## src/rtl/mac_pkg.sv

```systemverilog
// Shared definitions for the MAC array drain path.
// Holds the lane geometry, the requantized entry layout and the lane slice
// helpers. Lane 0 always sits in the most significant slice of a packed word.
package mac_pkg;

    localparam int unsigned LANES   = 5;
    localparam int unsigned ACC_W   = 16;
    localparam int unsigned ACT_W   = 8;
    localparam int unsigned SHIFT_W = 4;
    localparam int unsigned IN_W    = LANES * ACC_W;
    localparam int unsigned OUT_W   = LANES * ACT_W;

    // One buffered result: upstream overflow, per-lane saturation (MSB = lane 0), packed data.
    typedef struct packed {
        logic             ov;
        logic [LANES-1:0] sat;
        logic [OUT_W-1:0] data;
    } requant_t;

    localparam int unsigned ENTRY_W = $bits(requant_t);

    // Lane idx of an accumulator-wide result vector.
    function automatic logic [ACC_W-1:0] acc_lane(input logic [IN_W-1:0] vec,
                                                  input int unsigned    idx);
        return vec[(LANES-1-idx)*ACC_W +: ACC_W];
    endfunction

    // Lane idx of an activation-wide packed word.
    function automatic logic [ACT_W-1:0] act_lane(input logic [OUT_W-1:0] vec,
                                                  input int unsigned     idx);
        return vec[(LANES-1-idx)*ACT_W +: ACT_W];
    endfunction

endpackage

```

## src/rtl/mac_out_requant_if.sv

```systemverilog
// Output stream of the requantizing drain stage.
//   out_data_o  [39:0] packed 8-bit lanes, lane0 = [39:32]
//   out_ov_o           upstream overflow flag of the head entry
//   out_sat_o   [4:0]  per-lane saturation of the head entry, bit4 = lane0
//   out_valid_o        head entry present
//   out_ready_i        consumer accepts the head entry
//   out_last_o         head entry is the final vector of its frame
// master = producer (drain stage), slave = consumer.
interface mac_out_requant_if;
    import mac_pkg::*;

    logic [OUT_W-1:0] out_data_o;
    logic             out_ov_o;
    logic [LANES-1:0] out_sat_o;
    logic             out_valid_o;
    logic             out_ready_i;
    logic             out_last_o;

    modport master (
        output out_data_o, out_ov_o, out_sat_o, out_valid_o, out_last_o,
        input  out_ready_i
    );

    modport slave (
        input  out_data_o, out_ov_o, out_sat_o, out_valid_o, out_last_o,
        output out_ready_i
    );

endinterface

```

## src/rtl/mac_out_fifo.sv

```systemverilog
// Synchronous FIFO with arbitrary (non power of two) depth.
//   CLK, RSTN  clock, asynchronous active-low reset
//   clr        synchronous flush (pointers and level to zero)
//   push, din  write request; accepted when not full, or when a pop happens in the same cycle
//   pop        read request; ignored when empty
//   dout       head entry (holds stale data while empty)
//   full, empty, level  occupancy status, level in 0..DEPTH
module mac_out_fifo #(
    parameter int unsigned WIDTH = 46,
    parameter int unsigned DEPTH = 10
) (
    input  logic                         CLK,
    input  logic                         RSTN,
    input  logic                         clr,
    input  logic                         push,
    input  logic                         pop,
    input  logic [WIDTH-1:0]             din,
    output logic [WIDTH-1:0]             dout,
    output logic                         full,
    output logic                         empty,
    output logic [$clog2(DEPTH+1)-1:0]   level
);

    localparam int unsigned PTR_W = (DEPTH > 1) ? $clog2(DEPTH) : 1;
    localparam int unsigned LVL_W = $clog2(DEPTH+1);

    logic [WIDTH-1:0] mem [DEPTH];
    logic [PTR_W-1:0] wr_ptr;
    logic [PTR_W-1:0] rd_ptr;
    logic             wr_en;
    logic             rd_en;

    // Pointers wrap explicitly since DEPTH need not be a power of two.
    function automatic logic [PTR_W-1:0] next_ptr(input logic [PTR_W-1:0] p);
        return (p == PTR_W'(DEPTH-1)) ? '0 : p + PTR_W'(1);
    endfunction

    assign full  = (level == LVL_W'(DEPTH));
    assign empty = (level == '0);
    assign rd_en = pop & ~empty;
    // A full FIFO still takes a write when the head leaves in the same cycle.
    assign wr_en = push & (~full | rd_en);
    assign dout  = mem[rd_ptr];

    always_ff @(posedge CLK or negedge RSTN) begin
        if (!RSTN) begin
            wr_ptr <= '0;
            rd_ptr <= '0;
            level  <= '0;
            for (int unsigned i = 0; i < DEPTH; i++) begin
                mem[i] <= '0;
            end
        end else if (clr) begin
            wr_ptr <= '0;
            rd_ptr <= '0;
            level  <= '0;
        end else begin
            if (wr_en) begin
                mem[wr_ptr] <= din;
                wr_ptr      <= next_ptr(wr_ptr);
            end
            if (rd_en) begin
                rd_ptr <= next_ptr(rd_ptr);
            end
            if (wr_en && !rd_en) begin
                level <= level + LVL_W'(1);
            end else if (rd_en && !wr_en) begin
                level <= level - LVL_W'(1);
            end
        end
    end

endmodule

```

## src/rtl/mac_out_requant.sv

```systemverilog
// Drain stage of the 5x5 systolic MAC array.
// Each valid 80-bit result vector is rounded, right-shifted and saturated to
// 8 bits per lane over two register stages, then buffered and streamed out.
//   CLK, RSTN   clock, asynchronous active-low reset
//   clr_i       synchronous flush of pipeline, FIFO, frame counter and drop flag
//   shift_i     right-shift amount, sampled together with VAL_i
//   VAL_i       OUT_i/OV_i valid strobe (no backpressure)
//   OV_i        upstream overflow flag of the vector
//   OUT_i       5 x 16-bit unsigned lanes, lane0 = [79:64]
//   out_bus     output stream (data/ov/sat/valid/ready/last)
//   drop_o      sticky: a vector was lost because the FIFO was full
//   level_o     FIFO occupancy 0..DEPTH
module mac_out_requant
    import mac_pkg::*;
#(
    parameter int unsigned DEPTH = 10,
    parameter int unsigned T     = 10
) (
    input  logic                        CLK,
    input  logic                        RSTN,
    input  logic                        clr_i,
    input  logic [SHIFT_W-1:0]          shift_i,
    input  logic                        VAL_i,
    input  logic                        OV_i,
    input  logic [IN_W-1:0]             OUT_i,
    mac_out_requant_if.master           out_bus,
    output logic                        drop_o,
    output logic [$clog2(DEPTH+1)-1:0]  level_o
);

    localparam int unsigned CNT_W = (T > 1) ? $clog2(T) : 1;

    logic               s1_valid;
    logic               s1_ov;
    logic [SHIFT_W-1:0] s1_shift;
    logic [ACC_W:0]     s1_r   [LANES];
    logic [ACC_W:0]     r_next [LANES];
    logic [ACC_W:0]     rnd;

    logic [LANES-1:0]   sat_next;
    logic [OUT_W-1:0]   data_next;
    logic               s2_valid;
    requant_t           s2_q;

    requant_t           head;
    logic               fifo_full;
    logic               fifo_empty;
    logic               pop;
    logic [CNT_W-1:0]   frame_cnt;

    // Round-half-up constant: half an LSB of the shifted result.
    always_comb begin
        rnd = '0;
        if (shift_i != '0) begin
            rnd = (ACC_W+1)'(1) << (shift_i - SHIFT_W'(1));
        end
    end

    for (genvar g = 0; g < LANES; g++) begin : g_lane
        localparam int unsigned LI = g;
        logic [ACC_W:0] q;

        assign r_next[LI] = {1'b0, acc_lane(OUT_i, LI)} + rnd;
        assign q          = s1_r[LI] >> s1_shift;
        assign sat_next[LANES-1-LI] = |q[ACC_W:ACT_W];
        assign data_next[(LANES-1-LI)*ACT_W +: ACT_W] =
            (|q[ACC_W:ACT_W]) ? '1 : q[ACT_W-1:0];
    end

    assign pop = out_bus.out_ready_i & ~fifo_empty;

    always_ff @(posedge CLK or negedge RSTN) begin
        if (!RSTN) begin
            s1_valid  <= 1'b0;
            s1_ov     <= 1'b0;
            s1_shift  <= '0;
            for (int unsigned i = 0; i < LANES; i++) begin
                s1_r[i] <= '0;
            end
            s2_valid  <= 1'b0;
            s2_q      <= '0;
            frame_cnt <= '0;
            drop_o    <= 1'b0;
        end else if (clr_i) begin
            s1_valid  <= 1'b0;
            s2_valid  <= 1'b0;
            frame_cnt <= '0;
            drop_o    <= 1'b0;
        end else begin
            s1_valid <= VAL_i;
            if (VAL_i) begin
                s1_ov    <= OV_i;
                s1_shift <= shift_i;
                for (int unsigned i = 0; i < LANES; i++) begin
                    s1_r[i] <= r_next[i];
                end
            end
            s2_valid <= s1_valid;
            if (s1_valid) begin
                s2_q <= '{ov: s1_ov, sat: sat_next, data: data_next};
            end
            if (pop) begin
                frame_cnt <= (frame_cnt == CNT_W'(T-1)) ? '0 : frame_cnt + CNT_W'(1);
            end
            // Mirrors the FIFO's own accept rule: full and no pop means the entry is lost.
            if (s2_valid && fifo_full && !pop) begin
                drop_o <= 1'b1;
            end
        end
    end

    mac_out_fifo #(
        .WIDTH (ENTRY_W),
        .DEPTH (DEPTH)
    ) u_fifo (
        .CLK   (CLK),
        .RSTN  (RSTN),
        .clr   (clr_i),
        .push  (s2_valid),
        .pop   (pop),
        .din   (s2_q),
        .dout  (head),
        .full  (fifo_full),
        .empty (fifo_empty),
        .level (level_o)
    );

    assign out_bus.out_data_o  = head.data;
    assign out_bus.out_ov_o    = head.ov;
    assign out_bus.out_sat_o   = head.sat;
    assign out_bus.out_valid_o = ~fifo_empty;
    assign out_bus.out_last_o  = ~fifo_empty & (frame_cnt == CNT_W'(T-1));

endmodule
```

## src/flat_wrapper.sv

```systemverilog
// flat-port wrapper written by rule: the top's interface ports become plain ports
module mac_out_requant_flat import mac_pkg::*;
#(
    parameter int unsigned DEPTH = 10,
    parameter int unsigned T     = 10
)
  (CLK, RSTN, clr_i, shift_i, VAL_i, OV_i, OUT_i, drop_o, level_o, out_bus_out_data_o, out_bus_out_ov_o, out_bus_out_sat_o, out_bus_out_valid_o, out_bus_out_last_o, out_bus_out_ready_i);
  mac_out_requant_if out_bus_i ();
  input  logic CLK;
  input  logic RSTN;
  input  logic clr_i;
  input  logic [SHIFT_W-1:0] shift_i;
  input  logic VAL_i;
  input  logic OV_i;
  input  logic [IN_W-1:0] OUT_i;
  output logic drop_o;
  output logic [$clog2(DEPTH+1)-1:0] level_o;
  output wire logic [$bits(out_bus_i.out_data_o)-1:0] out_bus_out_data_o;
  output wire logic [$bits(out_bus_i.out_ov_o)-1:0] out_bus_out_ov_o;
  output wire logic [$bits(out_bus_i.out_sat_o)-1:0] out_bus_out_sat_o;
  output wire logic [$bits(out_bus_i.out_valid_o)-1:0] out_bus_out_valid_o;
  output wire logic [$bits(out_bus_i.out_last_o)-1:0] out_bus_out_last_o;
  input wire logic [$bits(out_bus_i.out_ready_i)-1:0] out_bus_out_ready_i;
  assign out_bus_out_data_o = out_bus_i.out_data_o;
  assign out_bus_out_ov_o = out_bus_i.out_ov_o;
  assign out_bus_out_sat_o = out_bus_i.out_sat_o;
  assign out_bus_out_valid_o = out_bus_i.out_valid_o;
  assign out_bus_out_last_o = out_bus_i.out_last_o;
  assign out_bus_i.out_ready_i = out_bus_out_ready_i;
  mac_out_requant #(.DEPTH(DEPTH), .T(T)) u_core (.CLK(CLK), .RSTN(RSTN), .clr_i(clr_i), .shift_i(shift_i), .VAL_i(VAL_i), .OV_i(OV_i), .OUT_i(OUT_i), .out_bus(out_bus_i), .drop_o(drop_o), .level_o(level_o));
endmodule
```

## config.mk

```make
export PLATFORM = sky130hd
export DESIGN_NAME = mac_out_requant_flat
export DESIGN_NICKNAME = d
export VERILOG_FILES = /design/src/rtl/mac_pkg.sv /design/src/rtl/mac_out_requant_if.sv /design/src/rtl/mac_out_fifo.sv /design/src/rtl/mac_out_requant.sv /design/src/flat_wrapper.sv
export SDC_FILE = /design/constraint.sdc
export NUM_CORES = 1
export LEC_CHECK = 0
export BUFFER_PORTS_ARGS = -buffer_cell sky130_fd_sc_hd__buf_2
export CORE_ASPECT_RATIO = 1.25
export CORE_MARGIN = 4
export CORE_UTILIZATION = 40
export DETAILED_ROUTE_END_ITERATION = 12
export REMOVE_ABC_BUFFERS = 1
export SLEW_MARGIN = 20
export SYNTH_ARGS = -nofsm -noshare
export SYNTH_HDL_FRONTEND = slang
export SYNTH_HIERARCHICAL = 1
export SYNTH_SLANG_ARGS = --single-unit
```

## constraint.sdc

```tcl
create_clock -name CLK -period 2.9 [get_ports CLK]
set_input_delay 0.58 -clock CLK [delete_from_list [all_inputs] [get_ports CLK]]
set_output_delay 0.58 -clock CLK [all_outputs]
set_load 0.01 [all_outputs]
```

; ---- Word-level counts from Yosys, hierarchy flattened
; Index checks and enable logic that the tools add are counted.
[totals]
reg_bits = 615
in_bits = 90
out_inout_bits = 53
elab_cells = 112
[classes]
add_sub_neg = 11
n_lt_le_gt_ge = 3
n_eq_ne = 4
n_shift = 6
mux = 28
bitwise = 10
n_reduce_logical = 23
[ops]
columns = cell, n
row1 = 460-bit bitwise mux, 1
row2 = 46-bit binary-select mux with 4-bit select, 1
row3 = 46-bit demux with 4-bit select, 1
row4 = 46-bit 2-to-1 mux, 3
row5 = 16-bit by 17-bit adder with 17-bit output, 5
row6 = 17-bit by 4-bit >> shifter with 17-bit output, 5
row7 = 4-bit 2-to-1 mux, 12
row8 = 9-bit OR reduction, 5
row9 = 8-bit 2-to-1 mux, 5
row10 = 17-bit 2-to-1 mux, 1
row11 = "1-bit by 4-bit left shift with 17-bit output, first input constant", 1
row12 = "4-bit by 1-bit adder with 4-bit output, second input constant", 4
row13 = "4-bit == test, second input constant", 4
row14 = "5-bit >= comparator, second input constant", 2
row15 = 4-bit NOT with 5-bit output, 2
row16 = 2-bit nonzero test, 4
row17 = "4-bit by 1-bit subtractor with 4-bit output, second input constant", 2
row18 = 2-bit AND reduction, 3
row19 = 1-bit logical AND, 5
row20 = "5-bit by 1-bit < comparator with 1-bit output, second input constant", 1
row21 = 1-bit AND, 4
row22 = 4-bit zero test, 1
row23 = 1-bit 2-to-1 mux, 4
row24 = 4-bit nonzero test, 1
row25 = 4 further kinds, 8

; ---- Depth between registers and ports, before layout
; Gate-level depths: netlist of the first run.
[depth]
depth_word = 11
ltp_mapped = 13
depth_no_buf = 11

; ---- Modules after synthesis
; The synthesis of the first run kept the hierarchy.
[modules_own_cells]
columns = mod, n_inst, cells_each, area_each_um2, seq_area_each_um2
row1 = mac_out_fifo, 1, 1505, 21780.9, 11811.3
row2 = mac_out_requant, 1, 1377, 11832.6, 3578.4

; ---- Worst setup path after synthesis of the first run
; No wires, ideal clock.
[synth_path]
path_kind = input to register
from = in shift_i[3]
to = reg u_core/s1_r[14] (netlist bit)
setup_time_ns = 0.129
t_arrival_ns = 3.024
required_time_ns = 2.771
setup_slack_ns = -0.253
stages = 12
n_path_buf = 1
cell_sequence = clkbuf_1 > nand2b_1 > nor3_1 > ha_1 > a21o_1 > a21o_1 > a21o_1 > a21oi_1 > a21bo_1 > a31oi_1 > or4_1 > nand3_1
[synth_via]
elab_chain_len = 4
word_cells_on_any_way = 5
classes_between = add/sub (2) / shift (1) / mux (1) / reduce/logical (1)
[synth_rtl]
columns = element, line
row1 = from (decl), flat_wrapper.sv:12  ; input logic [SHIFT_W-1:0] shift_i;
row2 = 4-bit by 1-bit subtractor with 4-bit output, mac_out_requant.sv:55  ; rnd = (ACC_W+1)'(1) << (shift_i - SHIFT_W'(1));
row3 = 1-bit by 4-bit left shift with 17-bit output, mac_out_requant.sv:55
row4 = 17-bit 2-to-1 mux (*), mac_out_requant.sv:54  ; if (shift_i != '0) begin
row5 = 16-bit by 17-bit adder with 17-bit output (*), mac_out_requant.sv:63  ; assign r_next[LI] = {1'b0, acc_lane(OUT_i, LI)} + rnd;
row6 = "to (signal, indexed assignment)", mac_out_requant.sv:95  ; s1_r[i] <= r_next[i];
row7 = to (decl), mac_out_requant.sv:36  ; logic [ACC_W:0] s1_r [LANES];
; Every way passes the cells marked *; elsewhere a longest branch is shown, timed or not.
; A chain may end at the register's enable or synchronous reset.

; ---- Worst setup path after layout of the first run
[layout_path]
from = reg u_core.u_fifo.rd_ptr[0]
to = out out_bus_out_data_o[1]
[layout_via]
elab_chain_len = 4
[layout_rtl]
columns = element, line
row1 = from (decl), mac_out_fifo.sv:29  ; logic [PTR_W-1:0] rd_ptr;
row2 = from (signal assigned), mac_out_fifo.sv:63  ; rd_ptr <= next_ptr(rd_ptr);
row3 = 4-bit NOT with 5-bit output (implied by the code), mac_out_fifo.sv:43  ; assign dout = mem[rd_ptr];
row4 = 46-bit binary-select mux with 4-bit select, mac_out_fifo.sv:43
row5 = 46-bit 2-to-1 mux (implied by the code) (2 in a row), mac_out_fifo.sv:43
row6 = to (decl), flat_wrapper.sv:18  ; output wire logic [$bits(out_bus_i.out_data_o)-1:0] out_bus_out_data_o;
; Every way passes these cells. The select of a mux whose other input is x is not followed.

==> impl_metrics.prom, run 1 <==
# TYPE chip_impl_metric gauge
chip_impl_metric{name="grtUsageMet2",unit="%"} 35.92
chip_impl_metric{name="ys_types",unit=""} 83
chip_impl_metric{name="relSlewSlack",unit="%"} 47.02
chip_impl_info{name="tritoncts",value="built"} 1
chip_impl_metric{name="report.final.setup_viol",unit=""} 46
chip_impl_metric{name="critical_path.max_fanout",unit=""} 14
chip_impl_metric{name="floorplan.rows",unit=""} 118
chip_impl_info{name="yosysTopAreaCell",value="sky130_fd_sc_hd__dfrtp_1"} 1
chip_impl_info{name="end_kind",value="output port"} 1
chip_impl_info{name="grt_busiest_layer",value="met2"} 1
chip_impl_metric{name="placement.setup.worst_slack",unit="ns"} -0.3475
chip_impl_metric{name="asyncSetResetFlopFracSynth",unit="%"} 100.0
chip_impl_metric{name="fin_nets",unit=""} 3327
chip_impl_metric{name="timing.final.crit_period",unit="ns"} 3.082
chip_impl_metric{name="total_power",unit="uW"} 23970
chip_impl_info{name="path_delay_family",value="buffers and inverters"} 1
chip_impl_metric{name="dr.first_iter.drc_count",unit=""} 1373
chip_impl_metric{name="die_width",unit="um"} 267.3
chip_impl_metric{name="cts-root-to-sink-buffers",unit=""} 3
chip_impl_metric{name="min_period_over_period",unit="%"} 106.3
chip_impl_metric{name="area_taken_by_multi_input_logic_gates",unit="sq um"} 17270
chip_impl_metric{name="max_freq",unit="MHz"} 324.4
chip_impl_info{name="cts-root-buf",value="sky130_fd_sc_hd__clkbuf_16"} 1
chip_impl_metric{name="globalRoute.totalOverflow",unit=""} 0
chip_impl_metric{name="max_stage_delay",unit="ns"} 0.49
chip_impl_info{name="failed_checks",value="setup timing"} 1
chip_impl_info{name="grt_setup_unrepaired",value="true"} 1
chip_impl_metric{name="initial_utilization",unit="%"} 40.44
chip_impl_info{name="path_cells",value="buf_12, buf_12, buf_16, mux2i_1, nor2_1, a21oi_1, o21ai_1, buf_2"} 1
chip_impl_metric{name="floorplan.core_area",unit="sq um"} 83120
chip_impl_metric{name="post_drt_wl_per_cell",unit="um"} 22.15
chip_impl_metric{name="die_area",unit="sq um"} 88760
chip_impl_metric{name="grt_util_met1",unit="%"} 29.05
chip_impl_metric{name="vias",unit=""} 24265
chip_impl_metric{name="yosysTopAreaCellShare",unit="%"} 45.78
chip_impl_metric{name="h-tree-depth",unit=""} 2
chip_impl_metric{name="fin_worst_skew",unit="ns"} 0.01673
chip_impl_info{name="synth_common_cells",value="615 x sky130_fd_sc_hd__dfrtp_1, 460 x sky130_fd_sc_hd__mux2_2, 189 x sky130_fd_sc_hd__nand2_1"} 1
chip_impl_metric{name="place.gp.congestion",unit=""} 0.8862
chip_impl_metric{name="path_buf_inv",unit=""} 4
chip_impl_metric{name="clkSlewWorstSetupHoldPaths",unit="ns"} 0.06
chip_impl_metric{name="avgSynthCellArea",unit="sq um"} 11.66
chip_impl_metric{name="port_buffers",unit=""} 142
chip_impl_metric{name="synth-warning-count",unit=""} 6
chip_impl_info{name="startpoint_type",value="flip-flop"} 1
chip_impl_metric{name="postLayoutCoreUtil",unit="%"} 48.24
chip_impl_metric{name="p_leak",unit="uW"} 0.01834
chip_impl_info{name="netlist_top_cells_area",value="sky130_fd_sc_hd__dfrtp_1 46%, sky130_fd_sc_hd__mux2_2 15%, sky130_fd_sc_hd__mux4_2 8.1%"} 1
chip_impl_metric{name="ant_nets",unit=""} 0
chip_impl_metric{name="drive_gt1_share",unit="%"} 37.28
chip_impl_metric{name="routed_wirelength",unit="mm"} 95.09
chip_impl_metric{name="synth_seq_cells",unit=""} 615
chip_impl_metric{name="dpl.hpwl",unit="mm"} 64.04
chip_impl_metric{name="setup_slack_of_the_critical_path_after_layout",unit="ns"} -0.1824
chip_impl_metric{name="power_density",unit="nW/um^2"} 597.7
chip_impl_metric{name="worst-endpoint-required",unit="ns"} 2.32
chip_impl_metric{name="number_of_antenna_violations_at_the_first_check_in_global_routing",unit=""} 4
chip_impl_metric{name="worst-slew-pin-transition",unit="ns"} 0.7947
chip_impl_metric{name="grt_first_pass_wirelength",unit="mm"} 149.4
chip_impl_info{name="worst-setup-path-type",value="flip-flop to output port"} 1
chip_impl_metric{name="clock_sinks",unit=""} 615
chip_impl_info{name="synth_ff_type",value="sky130_fd_sc_hd__dfrtp_1"} 1
chip_impl_info{name="timing.hold.worst.class",value="primary input to flip-flop"} 1
chip_impl_metric{name="finalHoldViolations",unit=""} 0
chip_impl_metric{name="final-seq-area",unit="sq um"} 15410
chip_impl_metric{name="io_pins",unit=""} 143
chip_impl_metric{name="netlist_area",unit="sq um"} 33610
chip_impl_metric{name="numCtsBuffers",unit=""} 61
chip_impl_info{name="yosysMostFrequentCell",value="sky130_fd_sc_hd__dfrtp_1"} 1
chip_impl_metric{name="slew_viol_final",unit=""} 0
chip_impl_metric{name="syn-instance-count",unit=""} 2882
chip_impl_metric{name="irDropWorstVdd",unit="uV"} 489.8
chip_impl_metric{name="grt_start_max_net_pins",unit=""} 107
chip_impl_metric{name="hold_slack",unit="ns"} 0.2010
chip_impl_metric{name="viasPerCell",unit=""} 5.652
chip_impl_metric{name="timing.max_cap.violations",unit=""} 0
chip_impl_info{name="critPathMostFrequentCell",value="sky130_fd_sc_hd__buf_12"} 1
chip_impl_metric{name="vias_in_the_first_global_route",unit=""} 25270
chip_impl_metric{name="drc",unit=""} 0
chip_impl_metric{name="synth_enable_flop_cells",unit=""} 0
chip_impl_metric{name="worstSkewPairLatency",unit="ns"} 0.65
chip_impl_metric{name="area_growth",unit="%"} 19.30
chip_impl_info{name="run_status",value="complete, but fails checks"} 1
chip_impl_metric{name="track_usage",unit="%"} 21.32
chip_impl_metric{name="first_pass_iters",unit=""} 5
chip_impl_metric{name="crit_arrival",unit="ns"} 2.50
chip_impl_metric{name="gr-usage-met3",unit="%"} 2.801
chip_impl_info{name="worst_path_max_delay_cell",value="sky130_fd_sc_hd__dfrtp_4"} 1
chip_impl_metric{name="nFillCells",unit=""} 7368
chip_impl_metric{name="synth.yosys.seq_area_share",unit="%"} 45.78
chip_impl_metric{name="die_h",unit="um"} 332.1
==> per-layer routing <==
layer  vias to the layer above  share of wire (%)
met5                         -                  0
met4                         0                2.6
met3                       132                4.1
met2                       496                 49
met1                     12474                 44
li1                      11163                  -
==> cell type report <==
type	instances	area share, %
timing repair buffer	442	9.801
clock inverter	29	0.7395
antenna	2	0.01248
clock buffer	85	4.284
sequential	615	38.43
tap	1080	3.370
multi-input combinational	2008	43.06
inverter	32	0.2995
==> layout by cell type, fill, tap and decap left out, types with 17 or more instances in the layout <==
cell	Yosys	routed
sky130_fd_sc_hd__clkbuf_16	0	63
sky130_fd_sc_hd__mux2_1	18	18
sky130_fd_sc_hd__xnor2_1	38	38
sky130_fd_sc_hd__a31oi_1	23	23
sky130_fd_sc_hd__mux2_2	460	460
sky130_fd_sc_hd__a21oi_2	1	18
sky130_fd_sc_hd__mux4_2	121	121
sky130_fd_sc_hd__o22a_1	41	41
sky130_fd_sc_hd__o22ai_1	22	22
sky130_fd_sc_hd__nor3_1	37	37
sky130_fd_sc_hd__buf_4	0	231
sky130_fd_sc_hd__o21ai_0	155	122
sky130_fd_sc_hd__nand3_1	67	58
sky130_fd_sc_hd__nand2b_1	19	17
sky130_fd_sc_hd__ha_1	76	76
sky130_fd_sc_hd__mux2i_1	97	97
sky130_fd_sc_hd__xor2_1	34	34
sky130_fd_sc_hd__a21oi_1	175	158
sky130_fd_sc_hd__buf_2	67	138
sky130_fd_sc_hd__nor2_1	146	146
sky130_fd_sc_hd__dfrtp_1	615	608
sky130_fd_sc_hd__inv_1	32	31
sky130_fd_sc_hd__nand2_1	189	189
sky130_fd_sc_hd__a21o_1	32	32
sky130_fd_sc_hd__buf_12	0	42
sky130_fd_sc_hd__o21ai_1	32	53
==> sequential cells by signal, summed over array words and instances (netlist names) <==
register,count
u_core/s2_q,46
u_core/s1_ov,1
u_core/u_fifo/mem,460
u_core/u_fifo/rd_ptr,4
u_core/drop_o,1
u_core/u_fifo/wr_ptr,4
u_core/s1_shift,4
u_core/s2_valid,1
u_core/u_fifo/level,4
u_core/frame_cnt,4
u_core/s1_valid,1
u_core/s1_r,85
==> power breakdown <==
group	total [uW]	internal [uW]	switching, uW	leakage [uW]
clock network	8000	4510	3490	0.000990
logic	5560	2780	2780	0.00927
registers	10400	9410	997	0.00807
==> per-stage QoR <==
step / cells / setup TNS (ns) / cell area, sq um
floorplan: 2655 / -691.91 / 32600
finish: 4293 / -5.338 / 40100
global route: 4291 / -9.496 / 40090
global placement: 4136 / -7.432 / 37220
CTS: 4279 / -7.805 / 39930
detailed placement: 4136 / -8.920 / 37220
==> worst paths after layout <==
path	startpoint	to	slack, ns	cells after the start
worst max-delay path	u_core/u_fifo/rd_ptr[0]	out_bus_out_data_o[1]	-0.18	8
worst min-delay path	clr_i	u_core/u_fifo/wr_ptr[2]	0.20	2
worst max register to register	u_core/u_fifo/level[1]	u_core/u_fifo/level[3]	0.21	11
worst min register to register	u_core/s1_r[17]	u_core/s1_r[17]	0.48	2
max in group asynchronous	RSTN	u_core/u_fifo/mem[274]	1.55	3
min in group asynchronous	RSTN	u_core/s2_q[17]	0.47	2
==> cell families after synthesis <==
group / after synthesis / share of synthesized area, %
multiplexers: 696 / 27.01
AO/OA/AOI/OAI: 589 / 10.76
buffers and inverters: 263 / 3.413
adder cells (fa/ha/maj): 80 / 2.978
other: 1 / 0.01116
flip-flops: 615 / 45.78
AND/OR/NAND/NOR: 566 / 8.170
XOR/XNOR: 72 / 1.876
==> worst reg2reg max path, delay by kind of cell (launching register included) <==
family                     cells  cell delay (ns)
AOI/OAI and AO/OA              6             1.20
buffers and inverters          2             0.25
DFF                            1             0.39
adders and majority gates      1             0.33
and+or+nand+nor                2             0.42
==> repair_timing <==
item                                    4_1_cts  5_1_grt
endpoints found under the setup margin       46       47
pin swaps                                    11       17
gates cloned                                 11        1
buffers inserted                             18       12
endpoints found under the hold margin        47        0
resized for setup                            82       23
hold buffers                                  1        0
No activity file was read; power rests on OpenSTA's default activity.
==> run 2, diff against run 1 <==
CELL_PAD_IN_SITES_DETAIL_PLACEMENT = 2   (was unset)
CELL_PAD_IN_SITES_GLOBAL_PLACEMENT = 2   (was unset)
CORE_UTILIZATION = 39   (was 40)
PLACE_DENSITY_LB_ADDON = 0.1   (was unset)
==> run 2 against run 1 <==
The run still ends with setup timing left. First-iteration DRC count shrank 24%. Critical path depth unchanged. Power increased by 6.4%. Final area is 1.6% higher. Non-clock buffer count increased by 18. Largest cell class unchanged. Highest routed layer unchanged.
==> impl_metrics.prom, run 2 (synthesis gave the netlist of run 1 again) <==
# TYPE chip_impl_metric gauge
chip_impl_info{name="run_status",value="complete, but fails checks"} 1
chip_impl_info{name="failed_checks",value="setup timing"} 1
chip_impl_metric{name="vias_in_the_first_global_route",unit=""} 28885
chip_impl_metric{name="die_area",unit="sq um"} 90980
chip_impl_metric{name="fin_nets",unit=""} 3352
chip_impl_metric{name="worst-slew-pin-transition",unit="ns"} 0.6698
chip_impl_metric{name="irDropWorstVdd",unit="uV"} 308.7
chip_impl_info{name="end_kind",value="output port"} 1
chip_impl_info{name="path_cells",value="buf_6, buf_8, buf_16, mux4_2, a21oi_2, o21ai_1, buf_4, buf_6"} 1
chip_impl_metric{name="crit_arrival",unit="ns"} 2.53
chip_impl_metric{name="fin_worst_skew",unit="ns"} 0.02795
chip_impl_metric{name="largest_reg_flops",unit=""} 460
chip_impl_metric{name="p_leak",unit="uW"} 0.01860
chip_impl_metric{name="cts-root-to-sink-buffers",unit=""} 3
chip_impl_metric{name="total_power",unit="uW"} 25500
chip_impl_info{name="regMostFlops",value="u_core/u_fifo/mem"} 1
chip_impl_metric{name="drc",unit=""} 0
chip_impl_metric{name="clock_sinks",unit=""} 615
chip_impl_metric{name="floorplan.core_area",unit="sq um"} 85580
chip_impl_metric{name="post_drt_wl_per_cell",unit="um"} 26.68
chip_impl_metric{name="grt_first_pass_wirelength",unit="mm"} 178.6
chip_impl_metric{name="clkSlewWorstSetupHoldPaths",unit="ns"} 0.06
chip_impl_info{name="path_delay_family",value="buffers and inverters"} 1
chip_impl_metric{name="vias",unit=""} 25148
chip_impl_metric{name="h-tree-depth",unit=""} 3
chip_impl_metric{name="io_pins",unit=""} 143
chip_impl_info{name="worst-setup-path-type",value="flip-flop to output port"} 1
chip_impl_metric{name="power_density",unit="nW/um^2"} 625.7
chip_impl_metric{name="first_pass_iters",unit=""} 5
chip_impl_metric{name="max_freq",unit="MHz"} 322.0
chip_impl_metric{name="setup_slack_of_the_critical_path_after_layout",unit="ns"} -0.2055
chip_impl_metric{name="path_buf_inv",unit=""} 5
chip_impl_metric{name="min_period_over_period",unit="%"} 107.1
chip_impl_info{name="cts-root-buf",value="sky130_fd_sc_hd__clkbuf_16"} 1
chip_impl_info{name="leading_cell_types_in_the_layout_fill_and_taps_excluded",value="608 x sky130_fd_sc_hd__dfrtp_1, 460 x sky130_fd_sc_hd__mux2_2, 243 x sky130_fd_sc_hd__buf_4"} 1
chip_impl_metric{name="viasPerCell",unit=""} 5.802
chip_impl_metric{name="max_stage_delay",unit="ns"} 0.51
chip_impl_metric{name="timing.final.crit_period",unit="ns"} 3.105
chip_impl_info{name="reg.largest.list",value="u_core/u_fifo/mem x460, u_core/s1_r x85, u_core/s2_q x46"} 1
chip_impl_metric{name="nFillCells",unit=""} 8467
chip_impl_metric{name="globalRoute.totalOverflow",unit=""} 0
chip_impl_metric{name="dpl.hpwl",unit="mm"} 74.90
chip_impl_metric{name="dr.first_iter.drc_count",unit=""} 1040
chip_impl_info{name="grt_setup_unrepaired",value="true"} 1
chip_impl_metric{name="worst-endpoint-required",unit="ns"} 2.32
chip_impl_metric{name="num_antenna_cells",unit=""} 0
chip_impl_metric{name="port_buffers",unit=""} 142
chip_impl_info{name="mostFrequentLayoutCell",value="sky130_fd_sc_hd__dfrtp_1"} 1
chip_impl_metric{name="slew_viol_final",unit=""} 0
chip_impl_metric{name="area_growth",unit="%"} 21.24
chip_impl_metric{name="routed_wirelength",unit="mm"} 115.6
chip_impl_info{name="tritoncts",value="built"} 1
chip_impl_metric{name="timing.max_cap.violations",unit=""} 0
chip_impl_metric{name="finalHoldViolations",unit=""} 0
chip_impl_metric{name="relSlewSlack",unit="%"} 55.18
chip_impl_metric{name="drive_gt1_share",unit="%"} 38.88
chip_impl_metric{name="setup_tns",unit="ns"} -4.404
chip_impl_metric{name="place.gp.congestion",unit=""} 0.8680
chip_impl_metric{name="ant_nets",unit=""} 0
chip_impl_metric{name="critical_path.max_fanout",unit=""} 7
chip_impl_metric{name="floorplan.rows",unit=""} 120
chip_impl_metric{name="die_h",unit="um"} 336.2
chip_impl_info{name="timing.hold.worst.class",value="primary input to flip-flop"} 1
chip_impl_metric{name="initial_utilization",unit="%"} 39.28
chip_impl_info{name="critPathMostFrequentCell",value="sky130_fd_sc_hd__buf_6"} 1
chip_impl_metric{name="number_of_antenna_violations_at_the_first_check_in_global_routing",unit=""} 0
chip_impl_metric{name="track_usage",unit="%"} 25.16
chip_impl_metric{name="report.final.setup_viol",unit=""} 45
chip_impl_metric{name="grt_start_max_net_pins",unit=""} 91
chip_impl_info{name="startpoint_type",value="flip-flop"} 1
chip_impl_metric{name="numCtsBuffers",unit=""} 68
chip_impl_metric{name="die_width",unit="um"} 270.6
chip_impl_info{name="worst_path_max_delay_cell",value="sky130_fd_sc_hd__dfrtp_4"} 1
chip_impl_metric{name="worstSkewPairLatency",unit="ns"} 0.62
[run 2: changes by cell type in the layout (fill, tap and decap cells not counted), moves of 5 or more]
| cell | before | now |
|---|---|---|
| sky130_fd_sc_hd__a21oi_1 | 158 | 136 |
| sky130_fd_sc_hd__a21oi_2 | 18 | 39 |
| sky130_fd_sc_hd__buf_4 | 231 | 243 |
| sky130_fd_sc_hd__buf_6 | 7 | 12 |
| sky130_fd_sc_hd__clkbuf_16 | 63 | 76 |
| sky130_fd_sc_hd__clkbuf_8 | 8 | 15 |
| sky130_fd_sc_hd__o21ai_0 | 122 | 115 |
| sky130_fd_sc_hd__o21ai_2 | 13 | 18 |
[run 2: cell type report]
cell class | count | area, sq um | area share, %
multi-input combinational | 2008 | 17450 | 42.82
sequential | 615 | 15410 | 37.82
timing repair buffer | 460 | 4091 | 10.04
clock buffer | 105 | 2097 | 5.146
tap | 1098 | 1374 | 3.371
clock inverter | 16 | 207.7 | 0.5097
inverter | 32 | 121.4 | 0.2978
[run 2: through the flow]
step | utilization [%] | hold WS (ns) | instances | worst slack, ns | area [sq um]
after floorplan | - | 0.2844 | 2655 | -3.815 | 32600
after global placement | 43.68 | 0.4618 | 4176 | -0.5142 | 37380
after detailed placement | 43.68 | 0.4744 | 4176 | -0.6797 | 37380
after CTS | 47.35 | 0.1373 | 4331 | -0.1870 | 40530
after global routing | 47.62 | 0.1673 | 4334 | -0.2575 | 40750
final | 47.62 | 0.1700 | 4334 | -0.2055 | 40750
[run 2: repair_timing]
item / in CTS / in global routing
endpoints found under the setup margin: 47 / 144
gates cloned: 11 / 3
gates resized for setup: 125 / 38
hold buffers: 1 / 0
pin swaps: 29 / 18
hold endpoints to repair: 39 / 0
buffers inserted: 24 / 1
[run 2: power breakdown]
| part | switching (uW) | total (uW) | internal (uW) |
|---|---|---|---|
| clock | 3610 | 9020 | 5420 |
| sequential | 1100 | 10500 | 9410 |
| combinational | 3060 | 5960 | 2910 |
[run 2: layer usage]
layer  wire length [um]  part of all wire, %  track usage, %  vias to the layer above
met5                  0                    0               0                        -
met1              48550                   42           30.95                    13388
met4               3130                  2.7           6.954                        0
met3               2856                  2.5           2.469                      165
li1                   -                    -               -                    11181
met2              61100                   53           47.07                      414
[run 2: worst reg2reg max path, cell delays in order, from the launching register on]
cell and delay (ns):
sky130_fd_sc_hd__dfrtp_1 0.41, sky130_fd_sc_hd__nor4_4 0.32, sky130_fd_sc_hd__inv_1 0.09, sky130_fd_sc_hd__nand2_1 0.10
sky130_fd_sc_hd__inv_1 0.17, sky130_fd_sc_hd__nor2b_4 0.20, sky130_fd_sc_hd__a21o_1 0.37, sky130_fd_sc_hd__buf_4 0.23
sky130_fd_sc_hd__nor3_4 0.06, sky130_fd_sc_hd__buf_4 0.26, sky130_fd_sc_hd__mux2_1 0.35
[run 2: final timing paths]
check,startpoint,to,slack [ns],cells past startpoint
setup / recovery,u_core/u_fifo/rd_ptr[0],out_bus_out_data_o[14],-0.21,8
hold / removal,OV_i,u_core/s1_ov,0.17,3
setup reg to reg,u_core/u_fifo/level[1],u_core/u_fifo/mem[428],0.20,10
hold reg to reg,u_core/s1_r[17],u_core/s1_r[17],0.48,2
max in group asynchronous,RSTN,u_core/u_fifo/rd_ptr[2],1.43,3
min in group asynchronous,RSTN,u_core/u_fifo/mem[410],0.52,2
